### src/rtl/mole_field_pkg.sv
// Shared types and constants for the mole field renderer:
// hole FSM states, 12-bit RGB colours, hole centre table.
package mole_field_pkg;

    typedef enum logic [2:0] {
        HOLE_IDLE,
        HOLE_RISING,
        HOLE_UP,
        HOLE_FALLING,
        HOLE_WHACKED
    } hole_state_t;

    localparam int MAX_HOLES = 8;

    // Colours packed as {red, green, blue}, 4 bits each.
    localparam logic [11:0] COLOR_BG    = 12'h000;
    localparam logic [11:0] COLOR_HOLE  = 12'hFFF;
    localparam logic [11:0] COLOR_SEL   = 12'h0F0;
    localparam logic [11:0] COLOR_MOLE  = 12'hA52;
    localparam logic [11:0] COLOR_WHACK = 12'hF00;

    localparam logic [9:0] HOLE_CX [MAX_HOLES] = '{
        10'd320, 10'd220, 10'd320, 10'd420,
        10'd320, 10'd120, 10'd520, 10'd520
    };

    localparam logic [9:0] HOLE_CY [MAX_HOLES] = '{
        10'd120, 10'd220, 10'd220, 10'd220,
        10'd320, 10'd120, 10'd120, 10'd320
    };

    // Signed distance of a pixel coordinate from a centre.
    function automatic logic signed [10:0] delta(
        input logic [9:0] p,
        input logic [9:0] c
    );
        return $signed({1'b0, p}) - $signed({1'b0, c});
    endfunction

endpackage

### src/rtl/mole_field_renderer_if.sv
// Game command/response bundle: spawn and hit requests in,
// strike result pulse and per-hole occupancy out.
// master = game controller side, slave = renderer side.
interface mole_field_renderer_if;

    logic       spawn_valid;
    logic [2:0] spawn_idx;
    logic       hit_valid;
    logic [2:0] hit_idx;
    logic       hit_ack;
    logic       hit_success;
    logic [7:0] mole_up;

    modport master (
        output spawn_valid, spawn_idx,
        output hit_valid, hit_idx,
        input  hit_ack, hit_success, mole_up
    );

    modport slave (
        input  spawn_valid, spawn_idx,
        input  hit_valid, hit_idx,
        output hit_ack, hit_success, mole_up
    );

endinterface

### src/rtl/mole_hole_fsm.sv
// One hole: IDLE/RISING/UP/FALLING/WHACKED animation with height
// and frame counter. Ports: clk, rst, spawn, hit, tick in;
// state, height, hit_taken (combinational, hit accepted) out.
module mole_hole_fsm
    import mole_field_pkg::*;
#(
    parameter int MOLE_MAX_H   = 30,
    parameter int RISE_STEP    = 3,
    parameter int UP_FRAMES    = 60,
    parameter int WHACK_FRAMES = 20
) (
    input  logic        clk,
    input  logic        rst,
    input  logic        spawn,
    input  logic        hit,
    input  logic        tick,
    output hole_state_t state,
    output logic [7:0]  height,
    output logic        hit_taken
);

    localparam logic [7:0] MAX_H   = 8'(MOLE_MAX_H);
    localparam logic [7:0] STEP    = 8'(RISE_STEP);
    localparam logic [7:0] UP_N    = 8'(UP_FRAMES);
    localparam logic [7:0] WHACK_N = 8'(WHACK_FRAMES);

    hole_state_t state_n;
    logic [7:0]  height_n;
    logic [7:0]  cnt;
    logic [7:0]  cnt_n;
    logic [7:0]  cnt_inc;
    logic [8:0]  rise;

    always_ff @(posedge clk) begin
        if (rst) begin
            state  <= HOLE_IDLE;
            height <= '0;
            cnt    <= '0;
        end else begin
            state  <= state_n;
            height <= height_n;
            cnt    <= cnt_n;
        end
    end

    always_comb begin
        state_n   = state;
        height_n  = height;
        cnt_n     = cnt;
        hit_taken = 1'b0;
        cnt_inc   = cnt + 8'd1;
        rise      = {1'b0, height} + {1'b0, STEP};
        // A strike on a live mole beats a same-cycle frame tick.
        if (hit && state inside {HOLE_RISING, HOLE_UP, HOLE_FALLING}) begin
            state_n   = HOLE_WHACKED;
            cnt_n     = '0;
            hit_taken = 1'b1;
        end else begin
            unique case (state)
                HOLE_IDLE: begin
                    if (spawn) begin
                        state_n  = HOLE_RISING;
                        height_n = '0;
                        cnt_n    = '0;
                    end
                end
                HOLE_RISING: begin
                    if (tick) begin
                        if (rise >= {1'b0, MAX_H}) begin
                            height_n = MAX_H;
                            state_n  = HOLE_UP;
                            cnt_n    = '0;
                        end else begin
                            height_n = rise[7:0];
                        end
                    end
                end
                HOLE_UP: begin
                    if (tick) begin
                        if (cnt_inc == UP_N) begin
                            state_n = HOLE_FALLING;
                            cnt_n   = '0;
                        end else begin
                            cnt_n = cnt_inc;
                        end
                    end
                end
                HOLE_FALLING: begin
                    if (tick) begin
                        if (height <= STEP) begin
                            height_n = '0;
                            state_n  = HOLE_IDLE;
                        end else begin
                            height_n = height - STEP;
                        end
                    end
                end
                HOLE_WHACKED: begin
                    if (tick) begin
                        if (cnt_inc == WHACK_N) begin
                            state_n  = HOLE_IDLE;
                            height_n = '0;
                            cnt_n    = '0;
                        end else begin
                            cnt_n = cnt_inc;
                        end
                    end
                end
                default: begin
                    state_n  = HOLE_IDLE;
                    height_n = '0;
                    cnt_n    = '0;
                end
            endcase
        end
    end

endmodule

### src/rtl/mole_field_renderer.sv
// Whack-a-mole field: NUM_HOLES animated holes drawn as ellipses
// with rising moles, 2-cycle pixel pipeline to registered RGB.
// Ports: clk, rst, x, y, video_on, frame_tick, sel_idx, bus
// (spawn/hit in, hit_ack/hit_success/mole_up out), red/green/blue.
// Build option: MOLE_FIELD_HIGHLIGHT_EN draws hole sel_idx green.
module mole_field_renderer
    import mole_field_pkg::*;
#(
    parameter int NUM_HOLES    = 5,
    parameter int X_RADIUS     = 40,
    parameter int Y_RADIUS     = 20,
    parameter int MOLE_MAX_H   = 30,
    parameter int MOLE_HALF_W  = 12,
    parameter int RISE_STEP    = 3,
    parameter int UP_FRAMES    = 60,
    parameter int WHACK_FRAMES = 20
) (
    input  logic       clk,
    input  logic       rst,
    input  logic [9:0] x,
    input  logic [9:0] y,
    input  logic       video_on,
    input  logic       frame_tick,
    input  logic [2:0] sel_idx,
    mole_field_renderer_if.slave bus,
    output logic [3:0] red,
    output logic [3:0] green,
    output logic [3:0] blue
);

    localparam logic signed [47:0] XR2  = 48'(X_RADIUS * X_RADIUS);
    localparam logic signed [47:0] YR2  = 48'(Y_RADIUS * Y_RADIUS);
    localparam logic signed [47:0] XYR2 = XR2 * YR2;
    localparam logic signed [10:0] HALF_W = 11'(MOLE_HALF_W);

    hole_state_t          state  [NUM_HOLES];
    logic [7:0]           height [NUM_HOLES];
    logic [NUM_HOLES-1:0] taken;
    logic [NUM_HOLES-1:0] in_hole;
    logic [NUM_HOLES-1:0] in_mole;
    logic [NUM_HOLES-1:0] whacked;

    logic [7:0] mole_up_c;
    logic       ack_q;
    logic       success_q;

    logic [NUM_HOLES-1:0] hole_q;
    logic [NUM_HOLES-1:0] mole_q;
    logic [NUM_HOLES-1:0] whack_q;
    logic                 von_q;
    logic [11:0]          colour_n;
    logic [11:0]          rgb_q;

    for (genvar g = 0; g < NUM_HOLES; g++) begin : g_hole
        localparam logic [9:0] CX = HOLE_CX[g];
        localparam logic [9:0] CY = HOLE_CY[g];

        logic signed [10:0] dx;
        logic signed [10:0] dy;
        logic signed [10:0] adx;
        logic signed [47:0] dxw;
        logic signed [47:0] dyw;

        mole_hole_fsm #(
            .MOLE_MAX_H   (MOLE_MAX_H),
            .RISE_STEP    (RISE_STEP),
            .UP_FRAMES    (UP_FRAMES),
            .WHACK_FRAMES (WHACK_FRAMES)
        ) u_hole (
            .clk       (clk),
            .rst       (rst),
            .spawn     (bus.spawn_valid && bus.spawn_idx == 3'(g)),
            .hit       (bus.hit_valid && bus.hit_idx == 3'(g)),
            .tick      (frame_tick),
            .state     (state[g]),
            .height    (height[g]),
            .hit_taken (taken[g])
        );

        assign dx  = delta(x, CX);
        assign dy  = delta(y, CY);
        assign adx = dx[10] ? -dx : dx;
        assign dxw = {{37{dx[10]}}, dx};
        assign dyw = {{37{dy[10]}}, dy};

        // Exact ellipse membership, cross-multiplied to avoid division.
        assign in_hole[g] = (dxw * dxw * YR2 + dyw * dyw * XR2) <= XYR2;

        // Mole body stands on the hole centre line and grows upward.
        assign in_mole[g] = (height[g] != 8'd0)
                         && (adx <= HALF_W)
                         && (dy <= 11'sd0)
                         && (-dy <= $signed({3'b000, height[g]}));

        assign whacked[g] = (state[g] == HOLE_WHACKED);
    end

    always_comb begin
        mole_up_c = '0;
        for (int i = 0; i < NUM_HOLES; i++) begin
            mole_up_c[i] = (state[i] != HOLE_IDLE);
        end
    end

    assign bus.mole_up = mole_up_c;

    always_ff @(posedge clk) begin
        if (rst) begin
            ack_q     <= 1'b0;
            success_q <= 1'b0;
        end else begin
            ack_q     <= bus.hit_valid;
            success_q <= |taken;
        end
    end

    assign bus.hit_ack     = ack_q;
    assign bus.hit_success = success_q;

`ifdef MOLE_FIELD_HIGHLIGHT_EN
    logic [2:0] sel_q;

    always_ff @(posedge clk) begin
        if (rst) begin
            sel_q <= '0;
        end else begin
            sel_q <= sel_idx;
        end
    end
`endif

    // Stage 1: per-hole hit flags.
    always_ff @(posedge clk) begin
        if (rst) begin
            hole_q  <= '0;
            mole_q  <= '0;
            whack_q <= '0;
            von_q   <= 1'b0;
        end else begin
            hole_q  <= in_hole;
            mole_q  <= in_mole;
            whack_q <= whacked;
            von_q   <= video_on;
        end
    end

    // Stage 2: priority resolve. Descending scans leave the
    // lowest index in place; any mole beats any hole.
    always_comb begin
        colour_n = COLOR_BG;
        for (int i = NUM_HOLES - 1; i >= 0; i--) begin
            if (hole_q[i]) begin
`ifdef MOLE_FIELD_HIGHLIGHT_EN
                colour_n = (sel_q == 3'(i)) ? COLOR_SEL : COLOR_HOLE;
`else
                colour_n = COLOR_HOLE;
`endif
            end
        end
        for (int i = NUM_HOLES - 1; i >= 0; i--) begin
            if (mole_q[i]) begin
                colour_n = whack_q[i] ? COLOR_WHACK : COLOR_MOLE;
            end
        end
        if (!von_q) begin
            colour_n = COLOR_BG;
        end
    end

    always_ff @(posedge clk) begin
        if (rst) begin
            rgb_q <= '0;
        end else begin
            rgb_q <= colour_n;
        end
    end

    assign {red, green, blue} = rgb_q;

endmodule
### src/flat_wrapper.sv
// flat-port wrapper written by rule: the top's interface ports become plain ports
module mole_field_renderer_flat import mole_field_pkg::*;
#(
    parameter int NUM_HOLES    = 5,
    parameter int X_RADIUS     = 40,
    parameter int Y_RADIUS     = 20,
    parameter int MOLE_MAX_H   = 30,
    parameter int MOLE_HALF_W  = 12,
    parameter int RISE_STEP    = 3,
    parameter int UP_FRAMES    = 60,
    parameter int WHACK_FRAMES = 20
)
  (clk, rst, x, y, video_on, frame_tick, sel_idx, red, green, blue, bus_spawn_valid, bus_spawn_idx, bus_hit_valid, bus_hit_idx, bus_hit_ack, bus_hit_success, bus_mole_up);
  mole_field_renderer_if bus_i ();
  input  logic clk;
  input  logic rst;
  input  logic [9:0] x;
  input  logic [9:0] y;
  input  logic video_on;
  input  logic frame_tick;
  input  logic [2:0] sel_idx;
  output logic [3:0] red;
  output logic [3:0] green;
  output logic [3:0] blue;
  input wire logic [$bits(bus_i.spawn_valid)-1:0] bus_spawn_valid;
  input wire logic [$bits(bus_i.spawn_idx)-1:0] bus_spawn_idx;
  input wire logic [$bits(bus_i.hit_valid)-1:0] bus_hit_valid;
  input wire logic [$bits(bus_i.hit_idx)-1:0] bus_hit_idx;
  output wire logic [$bits(bus_i.hit_ack)-1:0] bus_hit_ack;
  output wire logic [$bits(bus_i.hit_success)-1:0] bus_hit_success;
  output wire logic [$bits(bus_i.mole_up)-1:0] bus_mole_up;
  assign bus_i.spawn_valid = bus_spawn_valid;
  assign bus_i.spawn_idx = bus_spawn_idx;
  assign bus_i.hit_valid = bus_hit_valid;
  assign bus_i.hit_idx = bus_hit_idx;
  assign bus_hit_ack = bus_i.hit_ack;
  assign bus_hit_success = bus_i.hit_success;
  assign bus_mole_up = bus_i.mole_up;
  mole_field_renderer #(.NUM_HOLES(NUM_HOLES), .X_RADIUS(X_RADIUS), .Y_RADIUS(Y_RADIUS), .MOLE_MAX_H(MOLE_MAX_H), .MOLE_HALF_W(MOLE_HALF_W), .RISE_STEP(RISE_STEP), .UP_FRAMES(UP_FRAMES), .WHACK_FRAMES(WHACK_FRAMES)) u_core (.clk(clk), .rst(rst), .x(x), .y(y), .video_on(video_on), .frame_tick(frame_tick), .sel_idx(sel_idx), .bus(bus_i), .red(red), .green(green), .blue(blue));
endmodule
### config.mk
export PLATFORM = sky130hd
export DESIGN_NAME = mole_field_renderer_flat
export DESIGN_NICKNAME = d
export VERILOG_FILES = /design/src/rtl/mole_field_pkg.sv /design/src/rtl/mole_field_renderer_if.sv /design/src/rtl/mole_hole_fsm.sv /design/src/rtl/mole_field_renderer.sv /design/src/flat_wrapper.sv
export SDC_FILE = /design/constraint.sdc
export NUM_CORES = 2
export LEC_CHECK = 0
export ABC_AREA = 1
export CORE_ASPECT_RATIO = 2
export CORE_MARGIN = 2
export CORE_UTILIZATION = 40
export DETAILED_ROUTE_END_ITERATION = 6
export PLACE_DENSITY_LB_ADDON = 0.15
export SETUP_SLACK_MARGIN = 0.05
export SYNTH_ARGS = -nofsm -noshare
export SYNTH_HDL_FRONTEND = slang
export SYNTH_SLANG_ARGS = --single-unit
### constraint.sdc
create_clock -name clk -period 20.1 [get_ports clk]
set_input_delay 6.03 -clock clk [delete_from_list [all_inputs] [get_ports clk]]
set_output_delay 6.03 -clock clk [all_outputs]
set_load 0.005 [all_outputs]
==> results.md <==
- Status: complete, but fails checks
- Failing checks: DRC, capacitance limit, slew limit
- Asr flop ratio synth: 0%
- Reg2reg path depth: 16
- Setup TNS: 0 ps
- WS Path Type: input port to register
- Worst hold path type: register to register
- Root Buffer: clkbuf_16
- Busiest grt layer: met2
- Worst path arrival time: between 15000 and 20000 ps
- CTS tree: built
- Die Y: 572 um
- Met1 Track Usage GR: a little under a quarter
- Unrepaired setup endpoints after global routing: no
- Max Cap Violations: 1
- Residual DRC: 2
- Synthesized cell area: ~64000 um2
- Starting Density: 40.2%
- FF-to-FF End: u_core.g_hole[3].u_hole.cnt[5]
- Clk sinks: 117
- Post-synthesis sequential area ratio: 3.63%
- Setup bufs post-CTS: 0
- Hold Crit Start: u_core.g_hole[0].u_hole.cnt[7]
- Yosys reg bits: 117
- Final period utilization: 94.4%
- Die ar.: about 160000 um2
- H-tree Lvls: 4
- Clock Tree Buf Depth: 2
- Max FO, Critical Path: 9
- Worst skew pair latency: 480 ps
- Cell type with the largest total area after synthesis: fa_1
- Core ar.: 160000 um2
- Top cell by count, worst path: nand2_1
- Crit start category: input port
- Worst Hold Path EP: u_core.g_hole[0].u_hole.cnt[7]
- First-pass GRT wire length: 380000 um
- CP top delay family: adder cells
- Synth Flop Type: dfxtp_1
- Slew @ Worst Pin: 1530 ps
- Cts hold-fix bufs: 0
- Area growth syn-to-layout: 7.60%
- Final setup violation count: 0
- Area contributors post-synth: fa_1 23%, ha_1 18%, inv_1 12%
- Number of routed nets with antenna violations: 0
- Crit path required time: 20430 ps
- Hold Crit Depth: 2
- NumNets Final: approximately 12000
- WP buf/inv: 10
- Syn Inst Count: 9620
- Relative slew margins: -2.52%
- Total grt overflow: 0
- Largest net degree at the start of global routing: 35
- Via density: between 5 and 6
- Post_cts resized: 0
- Vias: 62336
- Gpl congestion: 1.03
- Tmin final: 18970 ps
- Clk_skew: 18.4 ps
- Post-synth top area share: ~23%
- DIE WIDTH: 288 um
- Total CTS buffers: 17
- Endpoint class of the critical path: register
- Row cnt: 208
- Top-level I/O count: 57
- Met2 usage: 59.5%
- M3 GR Usage: 5.04%
- Max stage delay on crit path: 920 ps
- WL/cell: 21.2 um
- Slew Viols, Final: 4
- GRT Total Usage: 31.1%
- Fillers: 17286
- I/O Buffers: 50
- EDFF count, synth: 0
- Synth unique cells: 84
- First-pass DRT Iterations: 7
- Initial antenna violation count: 16
- Synth warnings: 0
- Number of DRC markers in iteration 0: 2444
- R2R setup slack: 17230 ps
- Reg clk slew, reported paths: 70 ps
- CP max stage cell: clkdlybuf4s50_1
- Post-detail-place hpwl: 221000 um
- Layout cells sized above 1: ~3.9%
- Hold Fails Final Rpt: 0
- R2r startpoint: u_core.g_hole[3].u_hole.height[0]
- Avg Inst Size Synth: 6.70 um2
- Final WL: roughly 250000 um
- Vias in the first global route: 66602
- Peak Freq: 52.7 MHz
-- worst max-delay path by stage --
stage          from          endpoint  slack [ps]  depth (start not counted)
2_1_floorplan  x[6]  u_core.hole_q[4]        4090                         52
3_3_place_gp   x[2]  u_core.hole_q[1]         970                         56
3_5_place_dp   x[2]  u_core.hole_q[1]         900                         56
4_1_cts        x[2]  u_core.hole_q[1]        1400                         56
5_1_grt        y[5]  u_core.hole_q[1]         370                         57
6_report       x[2]  u_core.hole_q[1]        1130                         56
-- cell type report --
cell class                      instances  area (um2)  area share, %
Antenna cell                           16        40.0         0.0577
Inverter                             2186        8210           11.8
Clock buffer                           18         439          0.633
Sequential cell                       117        2340           3.37
Multi-Input combinational cell       7227       53700           77.4
Clock inverter                         14         165          0.238
Tap cell                             2100        2630           3.79
Timing Repair Buffer                  231        1860           2.68
-- kinds of logic (layout without fill, tap and decap cells) --
kind of cell               Yosys count  in the layout  synth area share, %
buffers and inverters             2279           2449                 13.4
adders and majority gates         1689           1689                 41.3
AOI/OAI and AO/OA                 1243           1243                 10.8
and+or+nand+nor                   3870           3870                 25.0
xor gates and xnor gates           418            418                 5.72
muxes                                2              2               0.0310
DFF                                117            117                 3.63
other                                2             21               0.0116
-- worst register-to-register path: cells and delay by family (launching register included) --
kind / cells / cell delay [ps]
flops: 1 / 520
buf+inv: 3 / 310
compound gates: 2 / 290
simple gates: 10 / 1450
fa+ha+maj: 1 / 240
-- routing by layer --
metal | wire, um | part of all wire, % | up-vias
met3 | 9160 | 3.6 | 964
met5 | 8 | 0.0032 | -
met4 | 38500 | 15 | 2
li1 | - | - | 30433
met1 | 70800 | 28 | 29412
met2 | 134000 | 53 | 1525
-- placed cells by master (no fill, tap or decap), types with 20 or more instances in the layout --
| cell type | Yosys | final |
|---|---|---|
| buf_4 | 14 | 180 |
| xnor2_1 | 136 | 128 |
| inv_2 | 42 | 42 |
| nor4_1 | 36 | 33 |
| clkdlybuf4s50_1 | 0 | 48 |
| xor2_1 | 278 | 262 |
| nand3_1 | 404 | 404 |
| o21bai_1 | 54 | 54 |
| nor3_1 | 88 | 88 |
| nor2_1 | 992 | 992 |
| nand2_1 | 2069 | 2069 |
| a21oi_1 | 592 | 592 |
| o21ai_0 | 313 | 312 |
| nand4_1 | 151 | 151 |
| a31oi_1 | 33 | 33 |
| fa_1 | 737 | 737 |
| xor2_2 | 4 | 20 |
| dfxtp_1 | 117 | 117 |
| ha_1 | 952 | 952 |
| a21o_1 | 42 | 42 |
| inv_1 | 2128 | 2128 |
| nand3b_1 | 33 | 33 |
| o21ai_1 | 65 | 66 |
-- registers in the layout, summed over array words and instances (netlist names) --
name	flops
u_core.bus.hit_ack	1
u_core.rgb_q	4
u_core.g_hole.u_hole.height	40
u_core.hole_q	5
u_core.whack_q	5
u_core.mole_q	5
u_core.von_q	1
u_core.bus.hit_success	1
u_core.g_hole.u_hole.state	15
u_core.g_hole.u_hole.cnt	40
-- Yosys cell counts, types with 5 or more instances --
cell type	n
nand2_1	2069
nor2_2	10
or2_2	19
clkinv_1	15
a21oi_1	592
xor2_1	278
xnor2_1	136
fa_1	737
nand2_2	18
nor2_1	992
dfxtp_1	117
a31oi_1	33
o31ai_1	14
nand3_1	404
a21o_1	42
and2_1	8
clkbuf_1	45
o21ai_1	65
inv_1	2128
o2111ai_1	8
o211ai_1	17
o21bai_1	54
nand3_2	7
nor3_1	88
nor2_4	5
buf_1	7
ha_1	952
inv_2	42
and3_1	12
a21boi_0	11
nand3b_1	33
a31o_2	6
nand4_1	151
buf_2	24
a221oi_1	5
a21oi_2	6
o21a_1	16
o221ai_1	6
buf_4	14
o21ai_0	313
nor4_1	36
a211oi_1	16
-- through the flow --
| stage | area [um2] | hold slack (ps) | util [%] | setup slack (ps) | std cells |
|---|---|---|---|---|---|
| 2_1_floorplan | 64500 | 444 | - | 4090 | 9623 |
| 3_3_place_gp | 68800 | 455 | 42.9 | 968 | 11861 |
| 3_5_place_dp | 68800 | 462 | 42.9 | 896 | 11861 |
| 4_1_cts | 69400 | 471 | 43.3 | 1400 | 11893 |
| 5_1_grt | 69400 | 501 | 43.3 | 368 | 11898 |
| 6_report | 69400 | 472 | 43.3 | 1130 | 11909 |
Power is not shown: default switching activity piles up to over one toggle a cycle in this logic, so the estimate is an artifact.
